$ cat src/rtl/perf_counter_bank_pkg.sv
// Shared constants for the performance counter bank: widths and the event index map,
// also used by the bench when dumping metrics.
package perf_counter_bank_pkg;

   localparam int unsigned CNT_W   = 64;
   localparam int unsigned NUM_CNT = 8;
   localparam int unsigned IDX_W   = 3;

   localparam int unsigned CNT_CYCLE   = 0;
   localparam int unsigned CNT_INSTRET = 1;
   localparam int unsigned CNT_STALL   = 2;
   localparam int unsigned CNT_FLUSH   = 3;
   localparam int unsigned CNT_BRANCH  = 4;
   localparam int unsigned CNT_MISPRED = 5;
   localparam int unsigned CNT_LOAD    = 6;
   localparam int unsigned CNT_STORE   = 7;

endpackage

$ cat src/rtl/perf_counter_bank_sat_counter.sv
// Saturating event counter with sticky overflow flag and synchronous clear.
// o_q_next is the post-increment, pre-clear value, used by the parent for snapshots.
module perf_sat_counter #(
   parameter int unsigned CNT_W = 64
) (
   input  logic             i_clk,
   input  logic             i_rst,
   input  logic             i_inc,
   input  logic             i_clr,
   output logic [CNT_W-1:0] o_q_next,
   output logic             o_ovf
);

   logic [CNT_W-1:0] r_q;
   logic             r_ovf;
   logic             w_sat;

   assign w_sat    = &r_q;
   assign o_q_next = w_sat ? r_q : r_q + {{(CNT_W-1){1'b0}}, i_inc};
   assign o_ovf    = r_ovf;

   always_ff @(posedge i_clk or posedge i_rst) begin
      if (i_rst) begin
         r_q   <= '0;
         r_ovf <= 1'b0;
      end else if (i_clr) begin
         r_q   <= '0;
         r_ovf <= 1'b0;
      end else begin
         r_q <= o_q_next;
         if (w_sat && i_inc) begin
            r_ovf <= 1'b1;
         end
      end
   end

endmodule

$ cat src/rtl/perf_counter_bank.sv
// Bank of gated saturating event counters with atomic shadow snapshot and a
// registered indexed read port over the shadow copy.
module perf_counter_bank
   import perf_counter_bank_pkg::*;
#(
   parameter int unsigned CNT_W = perf_counter_bank_pkg::CNT_W
) (
   input  logic               i_clk,
   input  logic               i_rst,
   input  logic               i_test_enable,
   input  logic               i_retire_valid,
   input  logic               i_stall,
   input  logic               i_flush,
   input  logic               i_branch_valid,
   input  logic               i_branch_mispred,
   input  logic               i_load_valid,
   input  logic               i_store_valid,
   input  logic               i_clear_req,
   input  logic               i_snap_req,
   input  logic [IDX_W-1:0]   i_rd_idx,
   output logic [CNT_W-1:0]   o_rd_data,
   output logic               o_snap_valid,
   output logic [NUM_CNT-1:0] o_ovf
);

   logic [NUM_CNT-1:0] w_event;
   logic [NUM_CNT-1:0] w_inc;
   logic [CNT_W-1:0]   w_q_next [NUM_CNT];
   logic [CNT_W-1:0]   r_shadow [NUM_CNT];
   logic [CNT_W-1:0]   r_rd_data;
   logic               r_snap_valid;

   always_comb begin
      w_event              = '0;
      w_event[CNT_CYCLE]   = 1'b1;
      w_event[CNT_INSTRET] = i_retire_valid;
      w_event[CNT_STALL]   = i_stall;
      w_event[CNT_FLUSH]   = i_flush;
      w_event[CNT_BRANCH]  = i_branch_valid;
      w_event[CNT_MISPRED] = i_branch_valid & i_branch_mispred;
      w_event[CNT_LOAD]    = i_load_valid;
      w_event[CNT_STORE]   = i_store_valid;
   end

   assign w_inc = w_event & {NUM_CNT{i_test_enable}};

   for (genvar g = 0; g < NUM_CNT; g++) begin : g_cnt
      perf_sat_counter #(
         .CNT_W (CNT_W)
      ) u_cnt (
         .i_clk    (i_clk),
         .i_rst    (i_rst),
         .i_inc    (w_inc[g]),
         .i_clr    (i_clear_req),
         .o_q_next (w_q_next[g]),
         .o_ovf    (o_ovf[g])
      );
   end

   // Shadow captures the pre-clear value, so clear+snap in one cycle loses nothing.
   always_ff @(posedge i_clk or posedge i_rst) begin
      if (i_rst) begin
         for (int i = 0; i < NUM_CNT; i++) begin
            r_shadow[i] <= '0;
         end
         r_rd_data    <= '0;
         r_snap_valid <= 1'b0;
      end else begin
         if (i_snap_req) begin
            for (int i = 0; i < NUM_CNT; i++) begin
               r_shadow[i] <= w_q_next[i];
            end
         end
         r_rd_data    <= r_shadow[i_rd_idx];
         r_snap_valid <= r_snap_valid | i_snap_req;
      end
   end

   assign o_rd_data    = r_rd_data;
   assign o_snap_valid = r_snap_valid;

endmodule
$ cat config.mk
export PLATFORM = sky130hd
export DESIGN_NAME = perf_counter_bank
export DESIGN_NICKNAME = d
export VERILOG_FILES = /design/src/rtl/perf_counter_bank_pkg.sv /design/src/rtl/perf_counter_bank_sat_counter.sv /design/src/rtl/perf_counter_bank.sv
export SDC_FILE = /design/constraint.sdc
export NUM_CORES = 2
export LEC_CHECK = 0
export CAP_MARGIN = 20
export CORE_MARGIN = 2
export CORE_UTILIZATION = 45
export DETAILED_ROUTE_END_ITERATION = 10
export MAX_ROUTING_LAYER = met4
export PLACE_DENSITY = 0.61
export SLEW_MARGIN = 10
export SYNTH_ARGS = -nofsm -noshare
export SYNTH_HDL_FRONTEND = slang
export SYNTH_SLANG_ARGS = --single-unit
$ cat constraint.sdc
create_clock -name i_clk -period 46.5 [get_ports i_clk]
set_clock_uncertainty 0.1 [all_clocks]
set_input_delay 9.3 -clock i_clk [delete_from_list [all_inputs] [get_ports i_clk]]
set_output_delay 9.3 -clock i_clk [all_outputs]
set_load 0.05 [all_outputs]
==> Yosys cells after proc, flatten, opt, wreduce, memory -nomap -nowiden <==
Index checks and enable logic that the tools add are counted.
{ "word_totals": {"regBits": 1097, "latch_bits": 0, "ramBits": 0, "mem_bits_ro": 0, "wordCells": 98, "memories": 0} }
{ "classes": {"add_sub_neg": 8, "multipliers": 0, "div": 0, "order_cmp": 1, "n_eq_ne": 0, "n_shift": 0, "mux": 35, "bitwise_logic": 4, "reduce_logical": 24} }
{ "op_table": {"columns": ["cell", "n"], "rows": [
  ["$mux 64", 18],
  ["$add 64x1->64", 8],
  ["$reduce_and 64->1", 8],
  ["$bmux 64 s3", 1],
  ["$mux 1", 16],
  ["$reduce_bool 2->1", 8],
  ["$and 8x8->8", 1],
  ["$logic_and 1x1->1", 8],
  ["$ge 4x4->1 const B", 1],
  ["$not 3->4", 1],
  ["$and 1x1->1", 1],
  ["$or 1x1->1", 1]
]} }

==> Longest topological paths before layout <==
{ "logic_depth": {"ltp_word": 5, "depth_mapped": 11, "mapped_depth_nobuf": 9} }

==> Cells and area by module <==
Synthesis repeated with hierarchy kept, for this count alone.
{ "unflattened": {"cells_unflattened": 5174, "area_unflattened_um2": 57736.6} }
{ "modules_own_cells": {"columns": ["module", "n_inst", "cells_each", "area_each_um2", "seq_area_each_um2"], "rows": [
  ["perf_sat_counter", 8, 474, 4169.0, 1626.6],
  ["perf_counter_bank", 1, 1382, 24384.6, 14438.8]
]} }

==> Worst setup path before layout <==
No wires, ideal clock.
{ "synth_timing": {"path_type": "input -> register", "from": "input port i_flush", "to": "register r_shadow[314] in the netlist's numbering", "setup_ns": 0.082, "arrival_time_ns": 11.528, "required_ns": 46.318, "slack_ns": 34.790, "cell_stages": 9, "path_buffers": 0, "path_cell_list": "and2_1 > ha_1 > ha_1 > nand4_1 > or4_4 > nor2_1 > or4b_2 > or3_1 > a31oi_1"} }
{ "synth_via": {"elab_chain_cells": 3} }
{ "synth_lines": {"columns": ["element", "line", "rtl"], "rows": [
  ["start: declaration", "perf_counter_bank.sv:13", "input logic i_flush,"],
  ["$and 8x8->8", "perf_counter_bank.sv:45", "assign w_inc = w_event & {NUM_CNT{i_test_enable}};"],
  ["$add 64x1->64", "perf_counter_bank_sat_counter.sv:19", "assign o_q_next = w_sat ? r_q : r_q + {{(CNT_W-1){1'b0}}, i_inc};"],
  ["$mux 64", "perf_counter_bank_sat_counter.sv:19", null],
  ["end signal: indexed assignment", "perf_counter_bank.sv:71", "r_shadow[i] <= w_q_next[i];"],
  ["end: declaration", "perf_counter_bank.sv:29", "logic [CNT_W-1:0] r_shadow [NUM_CNT];"]
]} }
No other way between the ends.
A chain may end at the register's enable or synchronous reset.

==> metrics.cfg <==
[outcome]
outcome = finished clean

[clock_network]
cts_made_buffers = 119
cts_hold_buf = 0
clockBufferDepth = 3
cts_root_buf = clkbuf_16
clk_latency_ns = 0.72
clock_sinks = 1097
cts_tree = done
htree_levels = 3
cts_setup_buffers = 0
ctsResizeCount = 0
clk_pin_slew_ns = 0.06

[logic_synthesis]
ys_warn_count = 0
synth_top_area_share_pct = 51.1
synthTopCellsByArea = dfrtp_1 51%, nor2_1 6.2%, mux4_2 5.4%
synth.largest_area_cell = dfrtp_1
synth_seq_area_share_pct = 51.1
syn_area_per_cell_um2 = 9.84
syn_nets = 5494
syn_inst = 5463
synth_edf_count = 0
async_flop_share_pct = 100
syn-cell-area_um2 = 53700
synth-seq-cells = 1097
synth.distinct_cells = 73
ys.flop_type = dfrtp_1

[drt]
viasPerCell = 6.42
num_vias = 45400
drt_iter0_drc = 5632
dr.pass1.iters = 6
ant_nets = 0
drc = 0
wire_per_inst_um = 27.6
drt-total-wl_mm = 195

[worst_setup_path]
slowest_delay_ns = 0.86
critPathSlowestCell = buf_4
worstRegToRegCells = 7
critical_path_arrival_ns = 13.81
start_kind = input port
cpLargestDelayFamily = buffers and inverters
required_ns = 47.11
r2r_end = r_shadow[481]
crit_type = input port to async pin
cp_max_fo = 120
cpMostUsedCell = buf_4
crit_path_end_kind = async pin
crit_buf_inv = 6
r2r_setup_slack_ns = 42.36
worstPathCellList = clkdlybuf4s50_1 > inv_8 > buf_4 > buf_4 > buf_4 > buf_4
reg2reg_from = g_cnt[0].u_cnt.r_q[31]

[final_layout]
fill_cells = 10800
syn2layout_area_growth_pct = 11.5
fin_nets = 5452
final_util_pct = 50.7
layout-drive-gt1-share_pct = 9.70

[global_routing]
antenna_found_initial = 17
track_usage_pct = 32.8
grt_pass1_wl_mm = 286
grt_overflow = 0
grt_max_degree = 236
grt_pass1_vias = 41800

[floorplan]
die_w_um = 350
core_area_um2 = 118000
die_y_um = 350
dieArea_um2 = 122000
fp-row-count = 126
io_pins = 88
start_util_pct = 45.5

[power]
p_seq_share_pct = 46.5
p_leak_nw = 23.3
clkPwrFrac_pct = 45.1
internal_power_w = 0.00164
switchingPower_w = 0.000576
combPwrFrac_pct = 8.3
ir_drop_v = 0.0000306
netSwitchingFraction_pct = 26.0
power.density_nw_per_um2 = 37.0

[sta]
fin_crit_ns = 13.21
max_freq_mhz = 75.7
rsz0062_at_grt = no
slew_viol_final = 0
tightest_slew_ns = 1.21
setup_viol = 0
setup_tns_ns = 0
post-route-period-util_pct = 28.4
finalHoldViolations = 0
slew_headroom_pct = 18.3

[worst_hold_path]
min_path_cells = 2
worstHoldEndpoint = g_cnt[0].u_cnt.o_ovf
hold_class = flop to flop
worstHoldStart = g_cnt[0].u_cnt.o_ovf

[flow_run]
drv_cap = 0

[place]
numPortBuffers = 87
place_hpwl_mm = 144
gp_routability_congestion = 0.971

[metal layers]
layer / routed length (µm) / share of wire (%) / GRT usage (%) / vias up
met5: 0 / 0 / - / -
met4: 4520 / 2.3 / 7.79 / 0
met3: 21800 / 11 / 7.92 / 214
met2: 78700 / 40 / 42.9 / 2019
met1: 90200 / 46 / 50.5 / 22900
li1: - / - / - / 20200
[Yosys cell counts, types with 4 or more instances]
cell       number
dfrtp_1      1097
nor2_1        887
a21oi_1       542
clkbuf_1      272
a31oi_1       267
or3_1         241
o21ai_0       238
nand3_1       234
nand4_1       220
nand2_1       206
mux4_2        128
xor2_1        120
xnor2_1       110
or4_1          88
nor4_1         82
and3_1         78
nor3_1         78
and4_1         67
mux2_2         66
o31ai_1        62
inv_1          48
and2_1         35
or2_2          30
o211ai_1       26
o2111ai_1      25
a211oi_1       21
o21ai_1        21
buf_1          17
buf_4          16
ha_1           16
a2111oi_0      13
buf_2          11
nor4_2          9
a21o_1          6
nor4b_1         6
o21ba_2         5
o31a_1          5
a311oi_1        4
nand4b_1        4
nor3b_1         4
o21ai_2         4
or4_4           4
[area by class of cell]
type	count	area (µm²)	area share, %
Antenna cell	13	32.5	0.0543
Clock buffer	161	3370	5.62
Clock inverter	54	702	1.17
Inverter	49	191	0.319
Multi-Input combinational cell	3999	24800	41.4
Sequential cell	1097	27500	45.8
Tap cell	1536	1920	3.21
Timing Repair Buffer	155	1420	2.37
[worst register-to-register path, cell delays in order, from the launching register on]
cell       delay [ns]
dfrtp_1          0.40
nand3_1          0.31
nor4_2           0.71
nand4_1          0.69
buf_4            0.46
o2111ai_1        0.26
xor2_1           0.87
a21oi_1          0.16
[kinds of logic after synthesis]
| family | Yosys count | share of synthesized area (%) |
|---|---|---|
| buf+inv | 367 | 2.73 |
| compound gates | 1260 | 13.5 |
| simple gates | 2298 | 21.8 |
| xor+xnor | 230 | 3.75 |
| flops | 1097 | 51.1 |
| mux | 195 | 6.77 |
| fa+ha+maj | 16 | 0.373 |
[power groups by stage]
stage	combinational, W	sequential, W	clock (W)
finish	0.000185	0.00103	0.00100
global placement	0.000184	0.00105	0
detailed placement	0.000186	0.00105	0
floorplan	0.0000947	0.00105	0
CTS	0.000187	0.00103	0.00101
global route	0.000198	0.00103	0.00105
[worst max-delay path by stage]
stage                      from  depth (start not counted)                     end
after floorplan           i_rst                          1    g_cnt[0].u_cnt.o_ovf
after global placement    i_rst                          6           o_rd_data[51]
after detailed placement  i_rst                          6           o_rd_data[51]
after CTS                 i_rst                          6  g_cnt[7].u_cnt.r_q[43]
after global routing      i_rst                          6  g_cnt[7].u_cnt.r_q[43]
final                     i_rst                          6  g_cnt[7].u_cnt.r_q[40]
[layout by cell type, fill, tap and decap left out, types with 35 or more instances in the layout]
cell type,count
nor3_1,78
mux2_2,66
or4_1,88
a21oi_1,542
dfrtp_1,1097
and3_1,78
nand3_1,234
clkdlybuf4s50_1,82
and4_1,67
o31ai_1,62
inv_1,47
nand2_1,206
clkbuf_16,121
o21ai_0,238
nand4_1,220
buf_4,62
a31oi_1,267
or3_1,241
mux4_2,128
xor2_1,120
nor4_1,81
and2_1,35
xnor2_1,110
nor2_1,887
[sequential cells by signal, indices dropped and copies added (netlist names)]
register and cells:
g_cnt.u_cnt.r_q 512, o_rd_data 64, r_shadow 512, g_cnt.u_cnt.o_ovf 8
o_snap_valid 1
[through the flow]
step	std cells	hold WS, ns	worst slack, ns	instance area (µm²)	total power (W)
after floorplan	5463	0.349	6.21	53700	0.00115
after global placement	6830	0.374	32.36	55800	0.00123
after detailed placement	6830	0.372	32.33	55800	0.00123
after CTS	7045	0.399	33.12	59900	0.00223
after global routing	7055	0.426	32.60	59900	0.00228
final	7064	0.394	33.29	59900	0.00222
Power figures use the tool's default switching activity.
